**config.mk**
```make
export PLATFORM = sky130hd
export DESIGN_NAME = cphy_symbol_deserializer
export DESIGN_NICKNAME = d
export VERILOG_FILES = /design/src/rtl/cphy_symbol_deserializer.sv
export SDC_FILE = /design/constraint.sdc
export NUM_CORES = 1
export LEC_CHECK = 0
export BUFFER_PORTS_ARGS = -buffer_cell sky130_fd_sc_hd__buf_2
export CORE_ASPECT_RATIO = 2
export CORE_MARGIN = 8
export CORE_UTILIZATION = 45
export DETAILED_ROUTE_END_ITERATION = 12
export PLACE_DENSITY = 0.69
export SYNTH_ARGS = -nofsm -noshare
export SYNTH_HDL_FRONTEND = slang
export SYNTH_SLANG_ARGS = --single-unit
```
**constraint.sdc**
```tcl
create_clock -name Clk -period 2.3 [get_ports Clk]
set_clock_uncertainty 0.1 [all_clocks]
set_input_delay 0.23 -clock Clk [delete_from_list [all_inputs] [get_ports Clk]]
set_output_delay 0.23 -clock Clk [all_outputs]
set_load 0.1 [all_outputs]
```
**src/rtl/cphy_symbol_deserializer.sv**
```systemverilog
// C-PHY receive symbol deserializer: decodes wire-state transitions into 3-bit symbols,
// hunts for the sync word, then frames symbols into fixed-length words.
module cphy_symbol_deserializer #(
  parameter int                           SYMS_PER_WORD = 7,
  parameter logic [3*SYMS_PER_WORD-1:0]   SYNC_WORD     = 21'o3444443
) (
  input  logic                         Clk,
  input  logic                         Rst,
  input  logic                         Enable,
  input  logic                         SymStrobe,
  input  logic                         A,
  input  logic                         B,
  input  logic                         C,
  output logic [2:0]                   SymbolOut,
  output logic                         SymbolValid,
  output logic [3*SYMS_PER_WORD-1:0]   WordOut,
  output logic                         WordValid,
  output logic                         SyncDet,
  output logic                         Locked,
  output logic                         SymErr
);

  localparam int WORD_W = 3 * SYMS_PER_WORD;
  localparam int CNT_W  = (SYMS_PER_WORD > 1) ? $clog2(SYMS_PER_WORD) : 1;
  localparam logic [CNT_W-1:0] LAST_CNT = CNT_W'(SYMS_PER_WORD - 1);

  typedef enum logic [1:0] {IDLE, HUNT, LOCKED} stateT;

  stateT             state;
  logic [2:0]        prevState;
  logic [WORD_W-1:0] shiftReg;
  logic [CNT_W-1:0]  count;

  // A wire state is valid when exactly one comparator disagrees with the other two.
  function automatic logic isValid(input logic [2:0] s);
    return (s != 3'b000) && (s != 3'b111);
  endfunction

  // The odd-one-out wire names the pair: A -> x, B -> y, C -> z.
  function automatic logic [1:0] pairOf(input logic [2:0] s);
    if (s[2] != s[1] && s[2] != s[0])
      return 2'd0;
    else if (s[1] != s[2] && s[1] != s[0])
      return 2'd1;
    else
      return 2'd2;
  endfunction

  function automatic logic [1:0] nextPair(input logic [1:0] p);
    return (p == 2'd2) ? 2'd0 : p + 2'd1;
  endfunction

  // Positive states are one-hot, so polarity is simply the parity of the state.
  function automatic logic [2:0] decodeSym(input logic [2:0] prevS, input logic [2:0] curS);
    logic [1:0] pp;
    logic [1:0] pc;
    pp = pairOf(prevS);
    pc = pairOf(curS);
    if (pp == pc)
      return 3'b100;
    else
      return {1'b0, pc == nextPair(pp), (^curS) != (^prevS)};
  endfunction

  // Stage p0: combinational decode of the sampled wire state
  logic [2:0]        curState_p0;
  logic              curValid_p0;
  logic              noTrans_p0;
  logic [2:0]        sym_p0;
  logic [WORD_W-1:0] shifted_p0;

  assign curState_p0 = {A, B, C};
  assign curValid_p0 = isValid(curState_p0);
  assign noTrans_p0  = (curState_p0 == prevState);
  assign sym_p0      = decodeSym(prevState, curState_p0);
  assign shifted_p0  = {shiftReg[WORD_W-4:0], sym_p0};

  // Stage p1: registered FSM, framing and outputs
  always_ff @(posedge Clk) begin
    if (Rst) begin
      state       <= IDLE;
      prevState   <= 3'b000;
      shiftReg    <= '0;
      count       <= '0;
      SymbolOut   <= 3'b000;
      SymbolValid <= 1'b0;
      WordOut     <= '0;
      WordValid   <= 1'b0;
      SyncDet     <= 1'b0;
      Locked      <= 1'b0;
      SymErr      <= 1'b0;
    end else begin
      SymbolValid <= 1'b0;
      WordValid   <= 1'b0;
      SyncDet     <= 1'b0;
      SymErr      <= 1'b0;
      if (!Enable) begin
        state    <= IDLE;
        Locked   <= 1'b0;
        count    <= '0;
        shiftReg <= '0;
      end else if (SymStrobe) begin
        case (state)
          IDLE: begin
            if (curValid_p0) begin
              prevState <= curState_p0;
              state     <= HUNT;
            end
          end
          HUNT, LOCKED: begin
            if (!curValid_p0 || noTrans_p0) begin
              SymErr   <= 1'b1;
              Locked   <= 1'b0;
              count    <= '0;
              shiftReg <= '0;
              state    <= IDLE;
            end else begin
              prevState   <= curState_p0;
              SymbolOut   <= sym_p0;
              SymbolValid <= 1'b1;
              shiftReg    <= shifted_p0;
              if (state == HUNT) begin
                if (shifted_p0 == SYNC_WORD) begin
                  SyncDet <= 1'b1;
                  Locked  <= 1'b1;
                  count   <= '0;
                  state   <= LOCKED;
                end
              end else if (count == LAST_CNT) begin
                WordOut   <= shifted_p0;
                WordValid <= 1'b1;
                count     <= '0;
              end else begin
                count <= count + 1'b1;
              end
            end
          end
          default: state <= IDLE;
        endcase
      end
    end
  end

endmodule

```
Word level (Yosys, flattened, before mapping)
Index checks and enable logic that the tools add are counted.
{"block": "word_totals", "word_cells": 93, "inputBits": 7, "regBits": 55, "out_inout_bits": 29}
{"block": "classes", "bitwise_logic": 5, "n_reduce_logical": 26, "add_sub_neg": 2, "n_eq_ne": 23, "n_mux": 26}
{"operator": "21-bit by 20-bit == test with 1-bit output, second input constant", "n": 1}
{"operator": "3-bit 2-to-1 mux", "n": 7}
{"operator": "18-bit 2-to-1 mux", "n": 1}
{"operator": "2-bit 2-to-1 mux", "n": 9}
{"operator": "4-bit AND reduction", "n": 3}
{"operator": "6-bit OR reduction", "n": 2}
{"operator": "1-bit inequality test", "n": 9}
{"operator": "3-bit inequality test, second input constant", "n": 3}
{"operator": "1-bit 2-to-1 mux", "n": 7}
{"operator": "3-bit one-hot mux with 2 select lines", "n": 1}
{"operator": "6-bit AND reduction", "n": 1}
{"operator": "2-bit nonzero test", "n": 3}
{"operator": "3-bit XOR reduction", "n": 2}
{"operator": "1-bit logical AND", "n": 5}
{"operator": "1-bit NOT", "n": 5}
{"operator": "5-bit AND reduction", "n": 1}
{"operator": "2-bit == test", "n": 2}
{"operator": "2-bit == test, second input constant", "n": 2}
{"operator": "2-bit inequality test, second input constant", "n": 2}
{"operator": "2-bit one-hot mux with 2 select lines", "n": 1}
{"operator": "2-bit OR reduction", "n": 2}
{"operator": "4-bit OR reduction", "n": 1}
{"operator": "3-bit by 1-bit adder with 3-bit output, second input constant", "n": 1}
{"operator": "3-bit == test", "n": 1}
{"operator": "other kinds (10)", "n": 10}

Depth between registers and ports, before layout
Gate-level depths: netlist (run 1).
{"block": "logic_depth", "depth_word": 13, "mapped_depth": 13, "mapped_depth_nobuf": 9}

Worst setup path after synthesis (run 1)
Ideal clock, no wire load.
{"block": "synth_timing", "kind": "input to register", "start": "input C", "end": "register count[2]", "required_time_ns": 2.085, "setup_ns": 0.115, "arrival_ns": 2.273, "path_slack_ns": -0.188, "cell_stages": 12, "n_path_buf": 3, "path_cell_list": "buf_6 > clkbuf_8 > inv_1 > ha_1 > buf_2 > or2_1 > a22oi_4 > o31a_4 > o311ai_4 > and2_4 > o2111a_1 > o21a_1"}
{"block": "synth_between", "elab_chain_cells": 9, "word_cells_on_any_way": 21, "classes_between": "eq/ne: 9; mux: 4; reduce/logical: 8"}
{"element": "start, declared", "line_no": "13", "text": "input logic C,"}
{"element": "1-bit inequality test", "line_no": "43", "text": "else if (s[1] != s[2] && s[1] != s[0])"}
{"element": "1-bit logical AND", "line_no": "43"}
{"element": "2-bit 2-to-1 mux", "line_no": "43"}
{"element": "2-bit 2-to-1 mux", "line_no": "41", "text": "if (s[2] != s[1] && s[2] != s[0])"}
{"element": "2-bit == test (on tied branches)", "line_no": "59, 62"}
{"element": "3-bit 2-to-1 mux", "line_no": "59", "text": "if (pp == pc)"}
{"element": "21-bit by 20-bit == test with 1-bit output", "line_no": "123", "text": "if (shifted_p0 == SYNC_WORD) begin"}
{"element": "3-bit by 2-bit inequality test with 1-bit output (no line)"}
{"element": "3-bit AND reduction (no line)"}
{"element": "end signal, assigned", "line_no": "134", "text": "count <= count + 1'b1;"}
{"element": "end, declared", "line_no": "32", "text": "logic [CNT_W-1:0] count;"}
Several ways; a longest one is shown, not always the timed one.
A chain may end at the register's enable or synchronous reset.

Worst setup path in the final report (run 1)
{"block": "layout_timing", "start": "register prevState[0]", "end": "register count[0]"}
{"block": "layout_between", "elab_chain_cells": 11, "word_cells_on_any_way": 20, "classes_between": "add/sub: 1; eq/ne: 9; mux: 5; reduce/logical: 5"}
{"element": "start, declared", "line_no": "30", "text": "logic [2:0] prevState;"}
{"element": "start signal, assigned", "line_no": "106", "text": "prevState <= curState_p0;"}
{"element": "start signal, assigned", "line_no": "118", "text": "prevState <= curState_p0;"}
{"element": "1-bit inequality test", "line_no": "43"}
{"element": "1-bit logical AND", "line_no": "43"}
{"element": "2-bit 2-to-1 mux", "line_no": "43"}
{"element": "2-bit 2-to-1 mux", "line_no": "41"}
{"element": "2-bit by 1-bit adder with 2-bit output / 2-bit == test (equally long branches)", "line_no": "50", "text": "return (p == 2'd2) ? 2'd0 : p + 2'd1;"}
{"element": "2-bit 2-to-1 mux", "line_no": "50"}
{"element": "2-bit == test", "line_no": "62", "text": "return {1'b0, pc == nextPair(pp), (^curS) != (^prevS)};"}
{"element": "3-bit 2-to-1 mux", "line_no": "59"}
{"element": "21-bit by 20-bit == test with 1-bit output", "line_no": "123"}
{"element": "3-bit by 2-bit inequality test with 1-bit output (no line)"}
{"element": "3-bit AND reduction (no line)"}
Several ways; a longest one is shown, not always the timed one.

==> impl_results.md, run 1 <==
- Maximum operating frequency: around 450 MHz
- Vias in the first global route: approximately 2900
- P&R area growth vs syn: 21.3%
- Total grt overflow: 0
- Measured slew at the worst slew-check pin: between 0.5 and 0.6 ns
- Root buffer cell: clkbuf_16
- Tot GR Track Use: 17.7%
- Detailed Route Iter0 Violations: 185
- Clock sinks: between 50 and 60
- Drt first pass iters: 4
- Peak supply drop: between 0.2 and 0.3 mV
- Core area: between 6000 and 7000 sq um
- Crit-path max FO: 10
- Final min period: between 2 and 2.5 ns
- Remaining antenna violation count: 0
- Clock Tree Buf Depth: 2
- Critical Path RT: between 2 and 2.5 ns
- Pwr/cell area: ~600 nW/um^2
- Asr flop ratio synth: 0%
- Startpoint Class: register
- Dpl hpwl: about 6400 microns
- Leakage: 0.00145 uW
- Status: complete, no violations
- Die area: roughly 9800 sq um
- Arrival time worst endpoint: approximately 2.3 ns
- IO Pins: 36
- Final hold viol count: 0
- DRC violations left: 0
- Via count: between 2000 and 3000
- Fin crit share: ~97%
- Setup TNS: 0 ns
- Relative slew slack: ~64%
- Setup Crit Path Kind: reg2reg
- Final Instance Area: between 3000 and 4000 sq um
- Placed cell area: about 3500 sq um
- Chip height: ~130 microns
- Post-synth cell types: 73
- Largest net degree at the start of global routing: 28
- Initial antenna violation count: 0
- Setup violations, final: 0
- Nature of the critical path endpoint: register
- Share of cells above drive strength 1: 29.2%
- Non-filler cells, final: between 400 and 500
- #FFs+latches synth: between 50 and 60
- Max cap viols: 0
- First-pass GRT wire length: 13800 microns
- Ant diodes: 0
- CTS tree: yes
- Die X: 74.0 microns
- Latest clock arrival within the worst-skew pair: 0.29 ns
- WL met1: around 2900 microns
- Clock Pin Slew Worst Setup and Hold Paths: roughly 0.070 ns
- Yosys Warn Count: 0
- Final Slew Violations: 0
- Buffers on Ports: 35
- R2R depth: 7
- Starting Density: approximately 46%
- Highest routed metal layer: met4
- Layout Nets: just under 400
- Standard-cell row count: 42
- Net count after synthesis: between 300 and 400
- Worst hold path type: in2reg
- Post-DR vias/cell: 5.78
- H-tree levels: 2
- Mapped Cells: 324
- Post-synth EDFFs: 0
- WHS Path Cells: 2
- Number of CTS-inserted buffers: 5
- Met3 Routed Length: approximately 280 microns
- Routed wire length on met2: 4880 microns
- Overall routed net length: around 8400 microns
- Commonest cells after routing, fill and taps aside: dfxtp_1 (53), nor2_1 (36), buf_2 (35)
- Most common cell after layout, fill and taps aside: dfxtp_1
- Top FF cell, synth: dfxtp_1
- Sequential share of the synthesized area: a little over a third
- Syn avg cell area: slightly above 9 sq um
- GPL Wtd Cong: approximately 0.94
- Post-Place Cells: between 400 and 500
- Per-cell routed wire length: roughly 18 microns
- Syn Std Cell Area: just over 3000 sq um
where the power goes:
part | internal [uW] | total, uW | leakage [uW] | switching, uW
combinational | 134 | 320 | 0.000921 | 185
sequential | 957 | 969 | 0.000444 | 12.5
clock | 542 | 878 | 0.0000868 | 336
timing repair:
action / in CTS / in global routing
gates cloned: 0 / 0
pin swaps: 0 / 3
setup endpoints to repair: 1 / 8
hold buffers: 0 / 0
resized for setup: 1 / 4
buffers inserted: 0 / 1
stage by stage:
| step | setup WS, ns | power [uW] | hold WS [ns] | utilization [%] |
|---|---|---|---|---|
| floorplan | -0.0813 | 1220 | 0.269 | - |
| global placement | 0.0551 | 1300 | 0.346 | 52.9 |
| detailed placement | -0.0318 | 1310 | 0.358 | 52.9 |
| CTS | 0.0285 | 2170 | 0.0439 | 55.6 |
| global route | -0.00165 | 2240 | 0.0593 | 56.0 |
| finish | 0.0706 | 2170 | 0.0462 | 56.0 |
synth_stat cells, drive strengths merged (6+ instances only):
cell type,count,share of area [%]
a22o,18,5.2
nand2b,6,1.2
mux2i,25,8.3
a31oi,8,2.4
buf,15,3.2
nand4,6,1.2
ha,7,2.9
nor3,10,1.7
o21ai,10,1.7
clkbuf,10,1.9
nand3b,6,1.5
nor2,37,4.7
inv,8,0.99
nor2b,7,1.4
nand2,19,2.4
dfxtp,55,36
nor3b,7,1.9
worst max-delay path, stage by stage, from the launching register on:
cell and delay [ns]:
dfxtp_4 0.39, or4_4 0.55, a31oi_4 0.19, a221oi_2 0.12
a211oi_4 0.28, and2_4 0.22, a31oi_1 0.10, a21boi_1 0.15
final timing paths:
kind | from | endpoint | slack [ns]
worst min register to register | SymbolOut[0] | SymbolOut[0] | 0.38
worst max register to register | prevState[0] | count[0] | 0.07
worst max-delay path | prevState[0] | count[0] | 0.07
worst min-delay path | Rst | prevState[0] | 0.05
flip-flops by register name, summed over array words and instances (netlist names):
| signal | cells |
|---|---|
| WordOut | 21 |
| shiftReg | 18 |
| SymbolOut | 3 |
| count | 3 |
| prevState | 3 |
| state | 2 |
| Locked | 1 |
| SymErr | 1 |
| SymbolValid | 1 |
| SyncDet | 1 |
| WordValid | 1 |
logic make-up (layout without fill, tap and decap cells):
kind of cell	after synthesis	in the layout	share of synthesized area [%]
simple gates	125	125	23.1
compound gates	74	74	21.7
flops	55	55	36.3
buf+inv	34	87	6.36
mux	27	27	9.00
fa+ha+maj	7	7	2.89
xor+xnor	2	2	0.578
layer usage:
metal	vias up	track usage, %
met5	-	0
met2	64	34.3
met1	1314	15.8
met4	0	11.8
met3	23	1.60
li1	1287	-
layout make-up:
class / count / area, sq um
clock buffer: 6 / 139
clock inverter: 2 / 35.0
fill: 599 / 2890
inverter: 8 / 32.5
multi-input combinational: 235 / 1770
sequential: 55 / 1110
tap: 88 / 110
timing repair buffer: 71 / 483
No activity file was read; power rests on OpenSTA's default activity.
==> inputs of run 2 (changes only) <==
--- a/config.mk
+++ b/config.mk
@@ -8,9 +8,9 @@
 export BUFFER_PORTS_ARGS = -buffer_cell sky130_fd_sc_hd__buf_2
 export CORE_ASPECT_RATIO = 2
 export CORE_MARGIN = 8
-export CORE_UTILIZATION = 45
+export CORE_UTILIZATION = 35
 export DETAILED_ROUTE_END_ITERATION = 12
-export PLACE_DENSITY = 0.69
+export PLACE_DENSITY = 0.56
 export SYNTH_ARGS = -nofsm -noshare
 export SYNTH_HDL_FRONTEND = slang
 export SYNTH_SLANG_ARGS = --single-unit
==> run 2 against run 1 <==
Net effect:
- setup slack improved by 0.031 ns
- global-route usage shrank 4.4 points
- register-to-register slack better by 0.03 ns
- via count down 3.1%
- first-iteration DRC count fell by 34%
- non-clock buffer count decreased by 4
- critical path depth grew 1
- die area increased by 23%
- wire length is 5.6% lower
- final cell count rose by 1.7%
- clock power fell by 17%
- flip-flop and latch count stayed put
- critical path type unchanged
==> impl_results.md, run 2 (same netlist as run 1, synthesis figures left out) <==
- Filler cells: 869 (+45%)
- CP Cell Sequence: nor4b_2 > nand3b_1 > or4_4 > a211oi_4 > buf_4 > a31o_2 > nand3_1 > o31ai_1
- Die X: 81.8 microns (+10%)
- Setup violations, final: 0 (unchanged)
- Clock Pin Slew Worst Setup and Hold Paths: 0.07 ns (about the same)
- Die area: 12100 sq um (+23%)
- R2R setup slack: 0.10 ns (+0.03 ns)
- DRC violations left: 0 (unchanged)
- Total grt overflow: 0 (unchanged)
- Post-CTS Hold Buffers: 0 (unchanged)
- Detailed Route Iter0 Violations: 123 (-34%)
- Crit-path slowest cell: or4_4
- Hold endpoint: SyncDet
- Share of cells above drive strength 1: 27.9% (-1.3 points)
- Chip height: 148 microns (+12%)
- Max cap viols: 0 (unchanged)
- Startpoint Class: register
- Drt first pass iters: 4 (unchanged)
- Reg-to-reg startpoint: shiftReg[17]
- Dpl hpwl: 6070 microns (-5.8%)
- Multi-input logic area: 1760 sq um (-0.85%)
- Ant diodes: 0 (unchanged)
- Status: complete, no violations
- Largest register FFs: 21 (unchanged)
- R2R depth: 8 (+1)
- P&R area growth vs syn: 18.8%
- Tot GR Track Use: 13.3% (-4.4 points)
- Leakage: 0.00141 uW (-3.1%)
- RR Endpoint: state[0]
- Layout Nets: 386 (-1.0%)
- GPL Wtd Cong: 0.847 (-9.9%)
- Setup Crit Path Kind: reg2reg
- WHS Path Cells: 3 (+1)
- Core area: 8530 sq um (+30%)
- Relative slew slack: 60.7% (-3.3 points)
- Overall routed net length: 7910 microns (-5.6%)
- Top reg by flops: WordOut
- Crit-path max FO: 4 (-6)
- Number of CTS-inserted buffers: 5 (unchanged)
- Worst-case hold slack: 0.138 ns (+0.0919 ns)
- Hold Path Origin: SymStrobe
- Worst path depth: 8 (+1)
- Critical Path RT: 2.40 ns (+0.02 ns)
- Remaining antenna violation count: 0 (unchanged)
- Worst hold path type: in2reg
- Commonest cells after routing, fill and taps aside: dfxtp_1 (52), nor2_1 (36), buf_2 (35)
- Arrival time worst endpoint: 2.30 ns (about the same)
- Starting Density: 35.5% (-11 points)
- Root buffer cell: clkbuf_16
- Final min period: 2.20 ns (-0.0315 ns)
- Setup TNS: 0 ns (unchanged)
- Per-cell routed wire length: 16.7 microns (-7.2%)
- Max incr delay on CP: 0.51 ns (-0.04 ns)
- IO Pins: 36 (unchanged)
- Post-DR vias/cell: 5.51 (-4.7%)
- Pwr/cell area: 557 nW/um^2 (-5.4%)
- Register Area: 1100 sq um (-0.11%)
- Most common cell after layout, fill and taps aside: dfxtp_1
- CTS tree: yes
- Top Registers: WordOut (21), shiftReg (18)
- Final hold viol count: 0 (unchanged)
- Peak supply drop: 0.437 mV (+54%)
- Largest net degree at the start of global routing: 32 (+14%)
- Maximum operating frequency: 455 MHz (+1.4%)
- Nature of the critical path endpoint: register
- Clock Tree Buf Depth: 2 (unchanged)
- Buffers on Ports: 35 (unchanged)
- Latest clock arrival within the worst-skew pair: 0.29 ns (about the same)
- First-pass GRT wire length: 12800 microns (-7.1%)
- Standard-cell row count: 48 (+14%)
- CP top delay family: simple AND/OR/NAND/NOR gates
- Crit path buffers/inverters: 1 (+1)
- Via count: 2606 (-3.1%)
- RSZ-0062 raised after global routing: no
- Initial antenna violation count: 0 (unchanged)
- Fin crit share: 95.6% (-1.4 points)
- Final Slew Violations: 0 (unchanged)
- Vias in the first global route: 2646 (-7.8%)
- Measured slew at the worst slew-check pin: 0.589 ns (+0.0496 ns)
- Clock sinks: 55 (unchanged)
- H-tree levels: 2 (unchanged)
## run 2: worst reg2reg max path: stages, from the launching register on
cell and delay [ns]:
dfxtp_1 0.35, nor4b_2 0.29, nand3b_1 0.11, or4_4 0.51
a211oi_4 0.24, buf_4 0.15, a31o_2 0.18, nand3_1 0.08
o31ai_1 0.09
## run 2: worst max path at each step
stage | startpoint | to | slack [ns]
6_report | shiftReg[17] | state[0] | 0.10
5_1_grt | shiftReg[17] | state[0] | 0.0002
2_1_floorplan | C | count[2] | -0.08
4_1_cts | prevState[0] | state[0] | 0.07
3_3_place_gp | B | state[0] | 0.04
3_5_place_dp | B | state[0] | 0.03
## run 2: area by class of cell
| cell class | count | share of cell area [%] |
|---|---|---|
| inverters | 8 | 0.903 |
| repair buffers | 67 | 12.3 |
| clock buffers | 7 | 3.68 |
| well taps | 100 | 3.47 |
| multi-input cells | 235 | 48.8 |
| flip-flops and latches | 55 | 30.7 |
| clock inverters | 1 | 0.139 |
## run 2: what timing repair did
item	CTS	global route
gates resized for setup	0	4
setup buffers	0	0
setup endpoints to repair	0	3
## run 2: where the power goes
group          internal [uW]  switching (uW)
Sequential               958            11.3
Combinational            130             180
Clock                    403             324
## run 2: stage by stage
| stage | power [uW] | area, sq um | setup slack (ns) | std cells | util, % |
|---|---|---|---|---|---|
| 6_report | 2010 | 3600 | 0.102 | 473 | 42.2 |
| 3_5_place_dp | 1300 | 3460 | 0.0297 | 465 | 40.5 |
| 2_1_floorplan | 1220 | 3070 | -0.0813 | 324 | - |
| 4_1_cts | 2030 | 3590 | 0.0702 | 473 | 42.1 |
| 3_3_place_gp | 1300 | 3460 | 0.0435 | 465 | 40.5 |
| 5_1_grt | 2100 | 3600 | 0.000212 | 473 | 42.2 |
## run 2: metal layers
layer | wire length (microns) | global-route usage (%)
met5 | 0 | 0
met1 | 2900 | 12.9
met2 | 4510 | 25.3
met3 | 261 | 2.13
met4 | 239 | 6.11
